## src/rtl/k12a_alu_sequencer_pkg.sv

```systemverilog
// Shared k12a ALU-sequencer types: operand select, sequencer states and
// the fixed instruction field positions used to decode the latched word.
package k12a_alu_sequencer_pkg;

    typedef enum logic {
        ALU_OPERAND_SEL_B    = 1'b0,
        ALU_OPERAND_SEL_INST = 1'b1
    } alu_operand_sel_t;

    typedef enum logic [1:0] {
        IDLE  = 2'd0,
        EXEC  = 2'd1,
        SHIFT = 2'd2
    } alu_seq_state_t;

    localparam int unsigned ALU_SEQ_OP_LSB  = 8;
    localparam int unsigned ALU_SEQ_SEL_BIT = 11;
    localparam int unsigned ALU_SEQ_WB_BIT  = 12;
    localparam int unsigned ALU_SEQ_CNT_MSB = 2;

    localparam logic [2:0] ALU_OP_SHR = 3'h6;

endpackage

```

## src/rtl/k12a_alu_sequencer.sv

```systemverilog
// Sequences the k12a ALU for one instruction at a time; multi-bit shifts are
// built by repeating the single-bit arithmetic shift-right.
module k12a_alu_sequencer
    import k12a_alu_sequencer_pkg::*;
(
    input  logic             clock,
    input  logic             reset,
    input  logic [15:0]      inst_in,
    input  logic             inst_valid,
    output logic             inst_ready,
    output logic [15:0]      inst,
    output logic             alu_load,
    output alu_operand_sel_t alu_operand_sel,
    output logic             a_load,
    output logic             busy,
    output logic             done
);

    alu_seq_state_t state, state_nx;
    logic [2:0]     remaining, remaining_nx;
    logic           done_nx;
    logic           ready_c, busy_c, alu_load_c, a_load_c;

    logic [2:0] op;
    logic [2:0] cnt;
    logic       wb;

    assign op  = inst[ALU_SEQ_OP_LSB +: 3];
    assign cnt = inst[ALU_SEQ_CNT_MSB:0];
    assign wb  = inst[ALU_SEQ_WB_BIT];

    always_comb begin
        alu_operand_sel = inst[ALU_SEQ_SEL_BIT] ? ALU_OPERAND_SEL_INST : ALU_OPERAND_SEL_B;
    end

    always_comb begin
        state_nx     = state;
        remaining_nx = remaining;
        done_nx      = 1'b0;
        ready_c      = 1'b0;
        busy_c       = 1'b0;
        alu_load_c   = 1'b0;
        a_load_c     = 1'b0;
        case (state)
            IDLE: begin
                ready_c = 1'b1;
                if (inst_valid) begin
                    state_nx = EXEC;
                end
            end
            EXEC: begin
                busy_c = 1'b1;
                if (op == ALU_OP_SHR && cnt == 3'd0) begin
                    state_nx = IDLE;
                    done_nx  = 1'b1;
                end else if (op != ALU_OP_SHR || cnt == 3'd1) begin
                    alu_load_c = 1'b1;
                    a_load_c   = wb;
                    state_nx   = IDLE;
                    done_nx    = 1'b1;
                end else begin
                    // First of N shift steps happens here; SHIFT covers the other N-1.
                    alu_load_c   = 1'b1;
                    a_load_c     = 1'b1;
                    remaining_nx = cnt - 3'd1;
                    state_nx     = SHIFT;
                end
            end
            SHIFT: begin
                busy_c       = 1'b1;
                alu_load_c   = 1'b1;
                remaining_nx = remaining - 3'd1;
                if (remaining == 3'd1) begin
                    a_load_c = wb;
                    state_nx = IDLE;
                    done_nx  = 1'b1;
                end else begin
                    a_load_c = 1'b1;
                end
            end
            default: begin
                state_nx = IDLE;
            end
        endcase
    end

    // Reset masks the strobes combinationally so the reset edge writes nothing to A.
    assign inst_ready = ready_c    & ~reset;
    assign busy       = busy_c     & ~reset;
    assign alu_load   = alu_load_c & ~reset;
    assign a_load     = a_load_c   & ~reset;

    always_ff @(posedge clock) begin
        if (reset) begin
            state     <= IDLE;
            inst      <= '0;
            remaining <= '0;
            done      <= 1'b0;
        end else begin
            state     <= state_nx;
            remaining <= remaining_nx;
            done      <= done_nx;
            if (state == IDLE && inst_valid) begin
                inst <= inst_in;
            end
        end
    end

endmodule

```

## config.mk

```make
export PLATFORM = sky130hd
export DESIGN_NAME = k12a_alu_sequencer
export DESIGN_NICKNAME = d
export VERILOG_FILES = /design/src/rtl/k12a_alu_sequencer_pkg.sv /design/src/rtl/k12a_alu_sequencer.sv
export SDC_FILE = /design/constraint.sdc
export NUM_CORES = 1
export LEC_CHECK = 0
export CORE_ASPECT_RATIO = 2
export CORE_MARGIN = 2
export CORE_UTILIZATION = 43
export CTS_CLUSTER_DIAMETER = 30
export DETAILED_ROUTE_END_ITERATION = 7
export GPL_ROUTABILITY_DRIVEN = 0
export HOLD_SLACK_MARGIN = 0.1
export PLACE_DENSITY = 0.86
export REMOVE_ABC_BUFFERS = 1
export SYNTH_ARGS = -nofsm -noshare
export SYNTH_HDL_FRONTEND = slang
export SYNTH_SLANG_ARGS = --single-unit
```

## constraint.sdc

```tcl
create_clock -name clock -period 2 [get_ports clock]
set_clock_uncertainty 0.1 [all_clocks]
set_input_delay 0.4 -clock clock [delete_from_list [all_inputs] [get_ports clock]]
set_output_delay 0.4 -clock clock [all_outputs]
set_load 0.005 [all_outputs]
```

==> flow_summary_export.csv, run 1 <==
group,metric,value,unit
grt,grt.busiest_layer,"met2",
hold_path,hold_path_depth,2,
floorplan,ios,41,
critical_path,path_class,"register to output port",
yosys,synth_top_area_share,39.33,%
timing,min_period,2.100,ns
layout,finalNetCount,224,
yosys,netlist_instances,137,
pwr,pwr-share-comb,23.9,%
pwr,ir_worst_vdd,0.4688,mV
grt,antenna_found_initial,0,
detailed_routing,vias,1172,
timing,rsz0062_at_grt,"true",
grt,grt_use_met2,40.65,%
yosys,ys.warnings.count,0,
floorplan,die-area,3053,sq um
hold_path,hp-start,"inst[14]$_SDFFE_PP0P_",
grt,grt.overflow.total,0,
yosys,synth.avg_cell_area,8.174,sq um
placement,port_buffers,40,
critical_path,end_kind,"output port",
timing,finalSetupViolCount,1,
floorplan,dieWidth,40.09,um
layout,drive_above_1_share,23.98,%
detailed_routing,drt_iter0_drc,48,
floorplan,initial_core_util,44.71,%
detailed_routing,vias_per_cell,5.232,
critical_path,critPathLaunchType,"register",
clock_tree,clockBufferDepth,2,
grt,grt_max_degree,23,
clock_tree,cts_tree,"done",
clock_tree,cts_root_buf,"clkbuf_8",
floorplan,rows,26,
layout,area_growth,61.12,%
pwr,p_per_area,588.5,nW/um^2
critical_path,arrival,1.60,ns
hold_path,holdPathEnd,"inst[14]$_SDFFE_PP0P_",
pwr,p_sw,276.5,uW
layout,fillers,163,
layout,ff_latch_area,449.2,sq um
yosys,synth_largest_area_cell,"dfxtp_1",
hold_path,hold_class,"register to register",
timing,setup_slack,-0.09954,ns
clock_tree,htreeDepth,1,
grt,grt_use_total,23.51,%
detailed_routing,firstDrtPassIters,4,
timing,drv_slew,0,
pwr,power.leakage,0.7539,nW
floorplan,die_y,76.17,um
timing,finalCritPeriodShare,105.0,%
detailed_routing,wl_per_cell,14.12,um
timing,hold_viol,0,
grt,grt_pass1_vias,1240,
yosys,syn_area,1120,sq um
run,max_cap_violations,0,
yosys,synth_cell_types,32,
timing,clock.fmax,476.3,MHz
floorplan,fp.coreArea,2505,sq um
clock_tree,clkLatencyLatePin,0.27,ns
pwr,seq_power_share,45.2,%
grt,grt_use_met1,24.63,%
timing,fin_worst_hold_slack,0.3642,ns
clock_tree,cts_sinks,22,
grt,grt_pass1_wl,5168,um
pwr,p_sw_share,26.04,%
clock_tree,cts_inserted_buffers,3,
detailed_routing,ant_nets,0,
detailed_routing,wl,3162,um
pwr,p_clk_share,30.9,%
critical_path,r2r_start,"state[0]$_SDFFE_PP0P_",
critical_path,required,1.50,ns
run_status,violations,"setup timing",
detailed_routing,drc,0,
grt,use_met3,4.956,%
critical_path,worst-r2r-setup-slack,0.29,ns
timing,relSlewSlack,65.86,%
critical_path,reg2reg_depth,7,
clock_tree,cts.clk_slew.worst_paths,0.08,ns
run_status,status,"finished, violations left",
critical_path,cp_max_fo,3,
timing,fin_setup_tns,-0.09954,ns
layout,multiInputGateArea,653.1,sq um
yosys,synth-seq-cells,22,
layout,antenna_cells,0,
yosys,ys_seq_area_share,39.33,%
placement,dp_hpwl,2466,um
timing,tightest_slew,0.5109,ns
pwr,p_int,785.3,uW
yosys,synthTopCellsByArea,"dfxtp_1, nand2_1, a21oi_1",
critical_path,worstReg2RegEnd,"remaining[2]$_SDFFE_PP0P_",
-- layout make-up --
type                       count  area share (%)
timing repair buffer          63           31.97
multi-input combinational     99           36.20
sequential                    22           24.90
clock buffer                   4           3.051
inverter                       8           1.942
tap                           28           1.942
-- critical path: stages (launching register included) --
cell and delay, ns:
dfxtp_4 0.39, inv_4 0.05, ha_4 0.27, nand2b_4 0.05, a311oi_2 0.23, buf_4 0.16
a21o_1 0.09, buf_2 0.10
-- stage by stage --
step	cells	setup WS [ns]	util, %	total power, mW	area [sq um]
6_report	224	-0.09954	72.03	1.062	1804
3_3_place_gp	218	-0.3613	66.63	0.7188	1669
4_1_cts	224	-0.1352	70.38	1.064	1763
3_5_place_dp	218	-0.4359	66.63	0.7298	1669
5_1_grt	224	-0.1822	72.03	1.111	1804
2_1_floorplan	129	0.2100	-	0.5833	1076
-- worst max-delay path by stage --
stage / from / end / slack, ns / cells after the start
after global routing: state[1]$_SDFFE_PP0P_ / a_load / -0.18 / 7
after detailed placement: reset / a_load / -0.44 / 5
after CTS: state[1]$_SDFFE_PP0P_ / a_load / -0.14 / 7
after floorplan: state[0]$_SDFFE_PP0P_ / a_load / 0.21 / 5
after global placement: reset / a_load / -0.36 / 5
final: state[1]$_SDFFE_PP0P_ / a_load / -0.1 / 7
-- cell families (layout without fill, tap and decap cells) --
logic type,count (synthesis),after routing,share of synthesized area (%)
DFF,22,22,39.33
xor gates and xnor gates,1,1,0.7823
adders and majority gates,8,8,8.939
AOI/OAI and AO/OA,33,33,20.34
buffers and inverters,16,75,6.592
muxes,1,1,0.8939
and+or+nand+nor,56,56,23.13
-- power by group through the flow --
stage / Clock [mW] / Sequential, mW / Combinational (mW)
after CTS: 0.332 / 0.480 / 0.251
after global placement: 0 / 0.488 / 0.231
after floorplan: 0 / 0.490 / 0.0930
after global routing: 0.353 / 0.483 / 0.275
final: 0.328 / 0.480 / 0.254
after detailed placement: 0 / 0.489 / 0.240
-- layout by cell type (no fill, tap or decap), drive strengths merged --
cell           netlist  routed
a21boi               1       1
nand2b               3       3
a2111oi              1       1
dlymetal6s2s         0       1
nor2b                2       2
and3                 1       1
a311oi               1       1
clkdlybuf4s50        0      35
a21oi               22      22
xor2                 1       1
dlygate4sd2          0       2
ha                   8       8
nand4                1       1
nor2                 3       3
buf                  4      25
a21bo                1       1
nand2               35      35
dfxtp               22      22
inv                  8       8
and2                 1       1
clkbuf               4       4
or2                  1       1
nor3                 2       2
and4b                1       1
nand3b               2       2
a21o                 2       2
o21bai               1       1
mux2i                1       1
a31oi                1       1
and3b                1       1
o21ai                3       3
nand3                3       3
-- routing by layer --
metal,part of all wire [%],wire length [um],vias up
met1,35,1103,544
met5,0,0,-
met3,5.7,181,6
met4,1.6,51,0
li1,-,-,571
met2,58,1826,51
-- sequential cells by signal, indices dropped and copies added, names as in the netlist --
register,flops
done,1
remaining,3
state,2
inst,16
-- cells in the mapped netlist --
cell        n
a311oi_2    1
nand3b_1    2
buf_6       1
buf_4       1
nand3_1     3
or2_2       1
nor3_1      2
inv_1       8
a31oi_1     1
o21ai_0     2
and3b_1     1
mux2i_1     1
dfxtp_1    22
a21boi_4    1
ha_1        8
nor2_1      3
nand2b_1    3
and3_2      1
buf_2       2
nand2_1    35
and2_1      1
a2111oi_2   1
a21o_1      2
nor2b_1     2
xor2_1      1
and4b_1     1
a21bo_2     1
o21bai_4    1
nand4_1     1
a21oi_1    22
o21ai_2     1
clkbuf_1    4
-- what timing repair did --
action / CTS / global route
hold buffers: 0 / 0
gates resized for setup: 19 / 11
setup buffers: 2 / 0
endpoints found under the setup margin: 4 / 3
pin swaps: 3 / 1
endpoints found under the hold margin: 0 / 0
Note: power is estimated with default switching activity, not from simulation.
==> run 2: changes to the inputs <==
==> constraint.sdc (replaced) <==
create_clock -name clock -period 2 [get_ports clock]
set_clock_uncertainty 0.1 [all_clocks]
set_input_delay 0.2 -clock clock [delete_from_list [all_inputs] [get_ports clock]]
set_output_delay 0.2 -clock clock [all_outputs]
set_load 0.005 [all_outputs]
==> run 2 against run 1 <==
  * The flow now finishes without violations
  * Combinational power is 3% lower
  * Non-clock buffer count is 11 lower
  * Setup slack better by 0.21 ns
  * Die area stayed put
  * Final cell count is 4.9% lower
  * Core utilization is 3.5 points lower
  * Hold slack worse by 0.0062 ns
  * Sequential power hardly changed
  * Fmax is 11% higher
  * Sequential cell count stayed put
  * Routed wire length is 2.6% higher
  * Global-route usage is 0.71 points higher
  * Critical path type unchanged
==> flow_summary_export.csv, run 2 (synthesis results as in run 1) <==
group,metric,value,unit
timing,finalCritPeriodShare,94.40,%
clock_tree,cts_hold_buf,0,
layout,area_growth,53.30,%
floorplan,rows,26,
placement,dp_hpwl,2270,um
placement,dp.cells,206,
run_status,status,"completed",
timing,min_period,1.888,ns
timing,setup_slack,0.1121,ns
timing,fin_worst_hold_slack,0.3580,ns
run,max_cap_violations,0,
placement,pre_cts_ws,-0.01684,ns
clock_tree,htreeDepth,1,
timing,finalSetupViolCount,0,
floorplan,fp.coreArea,2505,sq um
pwr,p_sw,272.6,uW
clock_tree,cts_inserted_buffers,3,
critical_path,critPathLaunchType,"register",
critical_path,path_cells,"inv_1 > ha_4 > nand2b_4 > a311oi_4 > dlygate4sd2_1",
critical_path,cp_max_fo,2,
timing,fin_setup_tns,0,ns
pwr,p_total,1.049,mW
pwr,pwr-share-comb,23.5,%
pwr,ir_worst_vdd,0.5625,mV
timing,hold_viol,0,
pwr,p_clk_share,30.6,%
clock_tree,clkLatencyLatePin,0.26,ns
timing,clock.fmax,529.7,MHz
detailed_routing,vias_per_cell,5.347,
layout,largest_register_ffs,16,
grt,antenna_found_initial,0,
layout,layout_commonest_cell,"clkdlybuf4s50_1",
floorplan,die-area,3053,sq um
detailed_routing,drc,0,
pwr,p_sw_share,25.97,%
pwr,power.leakage,0.6793,nW
grt,grt.overflow.total,0,
grt,grt_max_degree,23,
layout,most-common-layout-cells,"clkdlybuf4s50_1, nand2_1, a21oi_1, dfxtp_1, buf_4",
pwr,seq_power_share,45.9,%
grt,grt_use_total,24.22,%
critical_path,worst-r2r-setup-slack,0.32,ns
timing,rsz0062_at_grt,"false",
layout,finalNetCount,213,
floorplan,ios,41,
layout,drive_above_1_share,22.16,%
timing,tightest_slew,0.5224,ns
detailed_routing,vias,1139,
layout,fin_cells,213,
grt,grt_pass1_wl,5444,um
timing,relSlewSlack,65.17,%
hold_path,hold_class,"register to register",
pwr,p_int,776.9,uW
critical_path,critPathSlowestCell,"dfxtp_2",
detailed_routing,wl_per_cell,15.23,um
detailed_routing,wl,3243,um
critical_path,cp_top_family,"buffers and inverters",
detailed_routing,ant_nets,0,
critical_path,path_class,"register to output port",
critical_path,slowest_delay,0.33,ns
detailed_routing,firstDrtPassIters,5,
layout,fillers,178,
layout,reg_top3,"inst x16, remaining x3, state x2",
critical_path,path_buf_inv,2,
placement,port_buffers,40,
layout,top_register,"inst",
clock_tree,cts_tree,"done",
grt,grt_pass1_vias,1246,
floorplan,initial_core_util,44.71,%
critical_path,required,1.70,ns
floorplan,dieWidth,40.09,um
floorplan,die_y,76.17,um
pwr,p_per_area,611.3,nW/um^2
clock_tree,clockBufferDepth,2,
critical_path,arrival,1.59,ns
detailed_routing,drt_iter0_drc,25,
critical_path,end_kind,"output port",
clock_tree,cts.clk_slew.worst_paths,0.08,ns
layout,finish.utilization,68.53,%
layout,stdcell_area,1717,sq um
layout,antenna_cells,0,
clock_tree,cts_sinks,22,
timing,drv_slew,0,
placement,postPlaceCellArea,1579,sq um
clock_tree,cts_root_buf,"clkbuf_8",
run 2: cell types whose count changed in the layout (fill, tap and decap cells not counted), moves of 2 or more:
cell	delta
buf_4	-10
clkdlybuf4s50_1	+2
dfxtp_2	+3
dfxtp_4	-2
ha_1	-2
ha_2	+3
inv_2	+3
inv_4	-2
run 2: layer usage:
layer | vias up | routed length, um | GRT usage [%] | share of wire, %
met5 | - | 0 | 0 | 0
met4 | 0 | 87 | 8.621 | 2.7
met3 | 10 | 198 | 5.539 | 6.1
met2 | 54 | 1848 | 42.90 | 57
met1 | 527 | 1109 | 25.00 | 34
li1 | 548 | - | - | -
run 2: layout make-up:
| cell class | instances | area [sq um] | area share (%) |
|---|---|---|---|
| clock buffer | 4 | 55.05 | 3.207 |
| inverter | 8 | 30.03 | 1.749 |
| multi-input combinational | 99 | 668.1 | 38.92 |
| sequential | 22 | 445.4 | 25.95 |
| tap | 28 | 35.03 | 2.041 |
| timing repair buffer | 52 | 483.0 | 28.13 |
run 2: worst paths after layout:
path / endpoint / depth (start not counted) / startpoint
worst min register to register: inst[7]$_SDFFE_PP0P_ / 2 / inst[7]$_SDFFE_PP0P_
worst min-delay path: inst[7]$_SDFFE_PP0P_ / 2 / inst[7]$_SDFFE_PP0P_
worst max register to register: remaining[2]$_SDFFE_PP0P_ / 7 / inst[1]$_SDFFE_PP0P_
worst max-delay path: alu_load / 5 / state[1]$_SDFFE_PP0P_
run 2: worst reg2reg max path, cell delays in order (launching register included):
cell       delay [ns]
dfxtp_2          0.34
inv_2            0.09
ha_2             0.21
o21bai_4         0.08
buf_4            0.16
a21boi_4         0.18
o21ai_2          0.08
a2111oi_2        0.34
run 2: power groups by stage:
| stage | clock network (mW) | registers, mW | logic (mW) |
|---|---|---|---|
| 2_1_floorplan | 0 | 0.490 | 0.0930 |
| 3_3_place_gp | 0 | 0.489 | 0.213 |
| 3_5_place_dp | 0 | 0.490 | 0.221 |
| 4_1_cts | 0.321 | 0.480 | 0.233 |
| 5_1_grt | 0.347 | 0.485 | 0.269 |
| 6_report | 0.321 | 0.482 | 0.246 |
run 2: what timing repair did:
action,in CTS,in global routing
buffers inserted,2,1
gates resized for setup,10,13
setup endpoints to repair,3,2
endpoints found under the hold margin,0,0
pin swaps,2,4
==> run 3: changes to the inputs <==
Settings changed: PLACE_DENSITY 0.86 to unset, PLACE_DENSITY_LB_ADDON set to 0.2, SLEW_MARGIN set to 20.
==> run 3 against run 2 <==
  * Power is 2.3% lower
  * Critical path depth up 2
  * Clock power is essentially flat
  * Hold slack improved by 0.0049 ns
==> flow_summary_export.csv, run 3 (synthesis results as in run 1) <==
group,metric,value,unit
critical_path,cp.depth,7,
floorplan,die-area,3053,sq um
placement,port_buffers,40,
critical_path,crit_path_frequent_cell,"buf_4",
layout,largest_register_ffs,16,
grt,grt_pass1_vias,1116,
layout,antenna_cells,0,
timing,finalCritPeriodShare,97.02,%
pwr,power.leakage,0.6849,nW
critical_path,reg2reg_depth,7,
floorplan,fp.coreArea,2505,sq um
critical_path,end_kind,"output port",
detailed_routing,firstDrtPassIters,4,
critical_path,cp_max_fo,5,
critical_path,path_cells,"buf_4 > ha_1 > buf_4 > nand3_1 > a21oi_1 > a21o_1 > dlygate4sd2_1",
timing,drv_slew,0,
clock_tree,cts_root_buf,"clkbuf_8",
placement,dp_hpwl,2103,um
pwr,p_sw,258.3,uW
detailed_routing,drc,0,
pwr,ir_worst_vdd,0.5512,mV
grt,grt.overflow.total,0,
timing,relSlewSlack,63.59,%
floorplan,die_y,76.17,um
timing,tightest_slew,0.5448,ns
timing,clock.fmax,515.3,MHz
floorplan,rows,26,
pwr,pwr-share-comb,21.6,%
critical_path,arrival,1.64,ns
layout,layout_commonest_cell,"clkdlybuf4s50_1",
layout,reg_top3,"inst x16, remaining x3, state x2",
clock_tree,cts.clk_slew.worst_paths,0.08,ns
hold_path,hold_class,"register to register",
hold_path,hold_path_depth,2,
timing,min_period,1.940,ns
critical_path,path_class,"register to output port",
timing,hold_viol,0,
detailed_routing,vias,1087,
clock_tree,cts_tree,"done",
pwr,seq_power_share,46.9,%
pwr,p_int,766.8,uW
layout,most-common-layout-cells,"clkdlybuf4s50_1, nand2_1, a21oi_1, dfxtp_1, buf_4",
floorplan,ios,41,
floorplan,initial_core_util,44.71,%
layout,fillers,222,
floorplan,dieWidth,40.09,um
detailed_routing,wl,2728,um
critical_path,critPathLaunchType,"register",
detailed_routing,drt_iter0_drc,13,
clock_tree,cts_hold_buf,0,
grt,antenna_found_initial,0,
grt,grt_pass1_wl,4478,um
critical_path,path_buf_inv,3,
critical_path,slowest_delay,0.33,ns
run_status,status,"completed",
clock_tree,cts_inserted_buffers,3,
pwr,p_per_area,617.9,nW/um^2
clock_tree,cts_sinks,22,
layout,top_register,"inst",
placement,pre_cts_ws,-0.02145,ns
grt,grt_use_total,20.12,%
grt,grt_max_degree,23,
timing,setup_slack,0.05953,ns
detailed_routing,vias_per_cell,5.127,
critical_path,required,1.70,ns
critical_path,cp_top_family,"buffers and inverters",
clock_tree,clockBufferDepth,2,
pwr,p_total,1.025,mW
run,max_cap_violations,0,
pwr,p_sw_share,25.20,%
timing,finalSetupViolCount,0,
pwr,p_clk_share,31.5,%
layout,drive_above_1_share,15.76,%
detailed_routing,ant_nets,0,
layout,area_growth,48.16,%
detailed_routing,wl_per_cell,12.87,um
clock_tree,clkLatencyLatePin,0.26,ns
clock_tree,htreeDepth,1,
critical_path,critPathSlowestCell,"dfxtp_2",
layout,finalNetCount,212,
[run 3: cell count changes in the layout (fill, tap and decap cells not counted), sizes merged]
cell          before  now
dlymetal6s2s       0    1
buf               12   11
clkbuf             5    4
[run 3: final timing paths]
path,start,to,slack [ns]
worst max-delay path,state[0]$_SDFFE_PP0P_,a_load,0.06
worst min-delay path,inst[14]$_SDFFE_PP0P_,inst[14]$_SDFFE_PP0P_,0.36
worst max register to register,inst[0]$_SDFFE_PP0P_,remaining[2]$_SDFFE_PP0P_,0.35
worst min register to register,inst[14]$_SDFFE_PP0P_,inst[14]$_SDFFE_PP0P_,0.36
[run 3: what timing repair did]
item                                    in CTS  in global routing
setup buffers                                2                  0
resized for setup                            5                  4
endpoints found under the setup margin       3                  2
pin swaps                                    2                  1
[run 3: power groups by stage]
stage	clock (mW)	sequential, mW	combinational (mW)
after global routing	0.337	0.485	0.243
after global placement	0	0.489	0.212
after CTS	0.328	0.481	0.222
final	0.323	0.481	0.221
after floorplan	0	0.490	0.0930
after detailed placement	0	0.491	0.218
[run 3: stage by stage]
step | TNS, ns | hold WS (ns) | instance area [sq um] | std cells | utilization (%)
2_1_floorplan | 0 | 0.1689 | 1076 | 129 | -
3_3_place_gp | 0 | 0.3429 | 1579 | 206 | 63.04
3_5_place_dp | -0.02145 | 0.3513 | 1579 | 206 | 63.04
4_1_cts | 0 | 0.3623 | 1650 | 212 | 65.88
5_1_grt | -0.005848 | 0.3919 | 1659 | 212 | 66.23
6_report | 0 | 0.3629 | 1659 | 212 | 66.23
[run 3: worst min-delay path, stage by stage (launching register included)]
cell	delay [ns]
dfxtp_1	0.32
nand2_1	0.05
a21oi_1	0.05
[run 3: final cells by class]
cell class                      count  area, sq um  share of cell area, %
Multi-Input combinational cell     99        610.6                  36.80
Timing Repair Buffer               51        483.0                  29.11
Sequential cell                    22        445.4                  26.85
Clock buffer                        4        55.05                  3.318
Tap cell                           28        35.03                  2.112
Inverter                            8        30.03                  1.810
[run 3: routing by layer]
| metal | track usage, % | routed length, um |
|---|---|---|
| met3 | 2.915 | 121 |
| met1 | 21.24 | 988 |
| met5 | 0 | 0 |
| met4 | 8.276 | 25 |
| met2 | 35.65 | 1593 |
